<file path="src/rtl/tinyqv_prefetch_buffer.sv">
// Instruction prefetch queue between the QSPI fetch port and the CPU decoder.
// Circular halfword store; the head instruction is presented as a 32-bit window.
module tinyqv_prefetch_buffer #(
   parameter int DEPTH_LOG2 = 2,
   parameter int ADDR_BITS  = 23
) (
   input  logic                  clk_i,
   input  logic                  rst_i,
   output logic [ADDR_BITS-1:0]  fetch_addr_o,
   output logic                  fetch_restart_o,
   output logic                  fetch_stall_o,
   input  logic                  fetch_started_i,
   input  logic                  fetch_stopped_i,
   input  logic [15:0]           fetch_data_i,
   input  logic                  fetch_ready_i,
   output logic [ADDR_BITS-1:0]  pc_o,
   output logic [31:0]           instr_o,
   output logic [1:0]            instr_len_o,
   output logic                  instr_valid_o,
   input  logic                  instr_consume_i,
   input  logic                  redirect_i,
   input  logic [ADDR_BITS-1:0]  redirect_addr_i,
   output logic [DEPTH_LOG2:0]   count_o,
   output logic                  overflow_o
);

   localparam int DEPTH = 1 << DEPTH_LOG2;
   localparam logic [DEPTH_LOG2:0] FULL = (DEPTH_LOG2+1)'(DEPTH);

   typedef enum logic [1:0] {
      ST_IDLE,
      ST_RUN,
      ST_FLUSH
   } state_t;

   state_t                  state_q;
   logic                    stop_pend_q;
   logic [15:0]             mem_q [DEPTH];
   logic [DEPTH_LOG2-1:0]   rd_ptr_q;
   logic [DEPTH_LOG2-1:0]   wr_ptr_q;
   logic [DEPTH_LOG2-1:0]   rd_ptr_p1;
   logic [DEPTH_LOG2:0]     count_q;
   logic [DEPTH_LOG2:0]     count_d;
   logic [DEPTH_LOG2:0]     len_ext;
   logic [ADDR_BITS-1:0]    pc_q;
   logic [ADDR_BITS-1:0]    pc_d;
   logic                    overflow_q;
   logic                    full;
   logic                    accept;
   logic                    push;
   logic                    pop;
   logic                    ovf_set;

   assign rd_ptr_p1     = rd_ptr_q + DEPTH_LOG2'(1);
   assign instr_o       = {mem_q[rd_ptr_p1], mem_q[rd_ptr_q]};
   assign instr_len_o   = (instr_o[1:0] == 2'b11) ? 2'd2 : 2'd1;
   assign len_ext       = (DEPTH_LOG2+1)'(instr_len_o);
   assign instr_valid_o = (count_q >= len_ext);

   assign full    = (count_q == FULL);
   assign pop     = instr_consume_i && instr_valid_o && !redirect_i;
   assign accept  = fetch_ready_i && (state_q == ST_RUN) && !redirect_i;
   // A pop in the same cycle frees space, so a full buffer can still take a halfword.
   assign push    = accept && (!full || pop);
   assign ovf_set = accept && full && !pop;

   assign count_d = count_q + (DEPTH_LOG2+1)'(push) - (pop ? len_ext : '0);
   assign pc_d    = pc_q + (pop ? ADDR_BITS'(instr_len_o) : '0);

   assign fetch_addr_o    = pc_q + ADDR_BITS'(count_q);
   assign fetch_stall_o   = (state_q == ST_RUN) && (count_d == FULL);
   assign fetch_restart_o = (state_q == ST_IDLE) && !redirect_i && !rst_i;
   assign pc_o            = pc_q;
   assign count_o         = count_q;
   assign overflow_o      = overflow_q;

   always_ff @(posedge clk_i) begin
      if (push) begin
         mem_q[wr_ptr_q] <= fetch_data_i;
      end
   end

   always_ff @(posedge clk_i) begin
      if (rst_i) begin
         state_q     <= ST_IDLE;
         stop_pend_q <= 1'b0;
         rd_ptr_q    <= '0;
         wr_ptr_q    <= '0;
         count_q     <= '0;
         pc_q        <= '0;
         overflow_q  <= 1'b0;
      end else begin
         overflow_q <= overflow_q | ovf_set;
         if (redirect_i) begin
            count_q  <= '0;
            rd_ptr_q <= wr_ptr_q;
            pc_q     <= redirect_addr_i;
         end else begin
            count_q <= count_d;
            pc_q    <= pc_d;
            if (pop) begin
               rd_ptr_q <= rd_ptr_q + DEPTH_LOG2'(instr_len_o);
            end
            if (push) begin
               wr_ptr_q <= wr_ptr_q + DEPTH_LOG2'(1);
            end
         end

         case (state_q)
            ST_IDLE: begin
               // A stop arriving with the start is replayed one cycle later from RUN.
               if (!redirect_i && fetch_started_i) begin
                  state_q     <= ST_RUN;
                  stop_pend_q <= fetch_stopped_i;
               end
            end
            ST_RUN: begin
               if (fetch_stopped_i || stop_pend_q) begin
                  state_q     <= ST_IDLE;
                  stop_pend_q <= 1'b0;
               end else if (redirect_i) begin
                  state_q <= ST_FLUSH;
               end
            end
            ST_FLUSH: begin
               if (fetch_stopped_i) begin
                  state_q <= ST_IDLE;
               end
            end
            default: begin
               state_q <= ST_IDLE;
            end
         endcase
      end
   end

endmodule
</file>
<file path="config.mk">
export PLATFORM = sky130hd
export DESIGN_NAME = tinyqv_prefetch_buffer
export DESIGN_NICKNAME = d
export VERILOG_FILES = /design/src/rtl/tinyqv_prefetch_buffer.sv
export SDC_FILE = /design/constraint.sdc
export NUM_CORES = 1
export LEC_CHECK = 0
export BUFFER_PORTS_ARGS = -buffer_cell sky130_fd_sc_hd__buf_2
export CORE_UTILIZATION = 50
export CTS_BUF_LIST = sky130_fd_sc_hd__clkbuf_4
export DETAILED_ROUTE_END_ITERATION = 10
export PLACE_DENSITY = 0.76
export RECOVER_POWER = 25
export REMOVE_ABC_BUFFERS = 1
export SLEW_MARGIN = 20
export SYNTH_ARGS = -nofsm -noshare
export SYNTH_HDL_FRONTEND = slang
export SYNTH_SLANG_ARGS = --single-unit
</file>
<file path="constraint.sdc">
create_clock -name clk_i -period 4 [get_ports clk_i]
set_input_delay 0.8 -clock clk_i [delete_from_list [all_inputs] [get_ports clk_i]]
set_output_delay 0.8 -clock clk_i [all_outputs]
set_load 0.005 [all_outputs]
</file>
==> impl_metrics.toml <==
[clock_tree]
cts_hold_buffers = 0
clockBufferDepth = 2
clk_latency_ns = 0.44
tritoncts = "built"
cts_buffers = 9
clkTransAtPathRegs_ns = 0.16
clkSinkCount = 100
root_buffer = "clkbuf_4"
htree_levels = 3

[detailed_routing]
drt_iter0_markers = 111
vias_per_cell = 5.692
wl_um = 11570
vias = 3848
dr.pass1.iters = 4
drc = 0
wl_per_cell_um = 17.12
ant_nets = 0

[setup_path]
start_kind = "flip-flop"
r2r_cells = 14
r2r-start = "mem_q[3][0]"
end_kind = "primary output"
path_class = "reg2out"
worstPathCellList = "mux4_2, nand2_4, ha_4, nand2b_4, a31o_4, buf_4, nand3_1, ha_4, fa_2, xnor2_2, xnor2_1, nor4_1, buf_2"
startpoint = "mem_q[3][0]"
rrSetupSlack_ns = 0.41
crit_arrival_ns = 3.68
worstPathMaxFanout = 5
cp_common_cell = "ha_4"
r2r-end = "pc_o[17]"
endpoint = "fetch_stall_o"
cp.required_ns = 3.20
cpPeakStageDelay_ns = 0.53
worst_path_max_delay_cell = "mux4_2"

[die]
start_util_pct = 52.09
ios = 133
die_height_um = 103.4
core_area_um2 = 9864
die_w_um = 103.4
dieArea_um2 = 10690
num_rows = 36

[synth]
ys_async_sr_fraction_pct = 0
ys_seq_area_share_pct = 51.42
synth_area_leaders = "edfxtp_1 37%, dfxtp_1 14%, mux4_2 14%, ha_1 3.7%, xor2_1 3.2%"
yosysMostFrequentCell = "edfxtp_1"
synth_top_area_cell = "edfxtp_1"
synth_common_cells = "64 x edfxtp_1, 36 x dfxtp_1, 35 x nor2_1"
yosysWarnings = 0
syn_avg_cell_area_um2 = 12.72
synth-seq-cells = 100
postSynthCellCount = 404
synth_edf_count = 64
syn_area_um2 = 5139
yosysUniqueCellTypes = 49
ys.flop_type = "edfxtp_1"
synth_top_area_share_pct = 37.40

[run_status]
status = "finished with violations"
violations = "negative setup slack"

[sta]
worst_clock_skew_ns = 0.02812
fin_crit_sh_pct = 112.1
fin_ws_ns = -0.4841
layout_min_cycle_time_ns = 4.484
hold_viol = 0
slew_headroom_pct = 35.18
slew_viol_final = 0
fmax_mhz = 223.0
setup_violations = 1
rsz0062_at_grt = "true"
setup_tns_ns = -0.4841
worst_slew_pin_slew_ns = 0.9709

[place]
dpl.hpwl_um = 8066
gp_congestion = 0.8366
dpl-instance-area_um2 = 5966
io_buffers = 132

[finish]
seqCellArea_um2 = 2646
multi_input_area_um2 = 2402
final_area_um2 = 6188
postLayoutCoreUtil_pct = 62.73
syn_to_final_growth_pct = 20.43
final_nets = 602
insertedDiodeCount = 0
fillCellCount = 795
drive_above_1_share_pct = 36.65

[min_path]
hp-class = "reg2reg"

[run]
maxCapViolations = 0

[global_route]
grt_pass1_vias = 3659
grt_usage_pct = 22.32
grt_overflow = 0
grt_pass1_wl_um = 17950
grt_antenna_before_repair = 0
grt_max_degree = 43

[power]
power_mw = 1.909
cellPowerDensity_nw_per_um2 = 308.5
leakagePower_nw = 2.368
max-vdd-ir-drop_mv = 0.1514
## state kept, by name, summed over array words and instances (netlist names), named ones only
signal	cells
wr_ptr_q	2
stop_pend_q	1
rd_ptr_q	2
mem_q	64
state_q	2
pc_o	23
overflow_o	1
count_o	3
## final cells by class
type	count	share of cell area, %
clock inverter	7	0.9503
sequential	100	42.76
inverter	16	0.9705
clock buffer	9	1.092
tap	133	2.689
timing repair buffer	151	12.72
multi-input combinational	260	38.82
## stage by stage
step | cells | setup WS [ns] | hold WS (ns)
global placement | 656 | -0.09714 | 0.4408
CTS | 673 | -0.6118 | 0.4733
global route | 676 | -0.5876 | 0.4926
detailed placement | 656 | -0.1837 | 0.4529
floorplan | 376 | -0.6357 | 0.4360
finish | 676 | -0.4841 | 0.4684
## how the worst min path moves through the flow
stage / startpoint / to / slack (ns) / depth (start not counted)
6_report: overflow_o / overflow_o / 0.47 / 2
3_5_place_dp: overflow_o / overflow_o / 0.45 / 2
5_1_grt: overflow_o / overflow_o / 0.49 / 2
3_3_place_gp: overflow_o / overflow_o / 0.44 / 2
2_1_floorplan: overflow_o / overflow_o / 0.44 / 2
4_1_cts: overflow_o / overflow_o / 0.47 / 2
## layer usage
layer  vias up  global-route usage (%)  part of all wire, %
met2       131                   39.23                   51
li1       1817                       -                    -
met5         -                       0                    0
met3         8                   2.755                  4.7
met4         0                   6.717                 0.89
met1      1892                   28.97                   43
## kinds of logic (layout without fill, tap and decap cells)
logic type                 count (synthesis)  in the layout  share of synthesized area [%]
buffers and inverters                     44            183                          3.360
adders and majority gates                 18             18                          4.821
DFF                                      100            100                          51.42
and+or+nand+nor                          117            117                          12.17
xor gates and xnor gates                  37             37                          6.306
muxes                                     36             36                          14.80
AOI/OAI and AO/OA                         52             52                          7.110
## report_power, final
| group | internal (mW) | leakage (nW) | switching [mW] | total, mW |
|---|---|---|---|---|
| logic | 0.138 | 1.42 | 0.120 | 0.258 |
| registers | 1.12 | 0.873 | 0.0410 | 1.16 |
| clock network | 0.138 | 0.0737 | 0.353 | 0.491 |
| total | 1.39 | 2.37 | 0.514 | 1.91 |
## timing repair
action / CTS / global route
pin swaps: 8 / 5
cloned: 0 / 0
setup buffers: 1 / 3
resized for setup: 13 / 2
setup endpoints to repair: 1 / 1
## cells in the final DEF, fill, tap and decap left out, types with 3 or more instances in the layout
master / synthesis / final
dfxtp_1: 36 / 35
nor4_1: 7 / 7
mux4_2: 32 / 32
a211oi_1: 11 / 11
and2_1: 5 / 5
or4_1: 5 / 5
xor2_1: 19 / 19
edfxtp_1: 64 / 64
a311oi_1: 8 / 8
ha_4: 0 / 3
clkbuf_4: 0 / 9
nor3_1: 13 / 13
nand3_1: 6 / 6
nand2_1: 15 / 13
clkinv_4: 0 / 3
nor2_1: 35 / 34
buf_4: 0 / 18
xnor2_1: 18 / 17
a21oi_1: 10 / 10
nand4_1: 10 / 10
inv_1: 16 / 16
clkbuf_1: 17 / 16
mux2i_1: 4 / 4
o21ai_0: 8 / 8
buf_2: 4 / 116
o31ai_1: 4 / 4
ha_1: 15 / 11
or3_1: 3 / 3
## critical path, delay by kind of cell, from the launching register on
kind | cells | cell delay [ns]
buffers and inverters | 2 | 0.32
xor gates and xnor gates | 2 | 0.28
and+or+nand+nor | 4 | 0.64
adders and majority gates | 3 | 0.83
DFF | 1 | 0.43
muxes | 1 | 0.53
AOI/OAI and AO/OA | 1 | 0.22
Power figures use the tool's default switching activity.
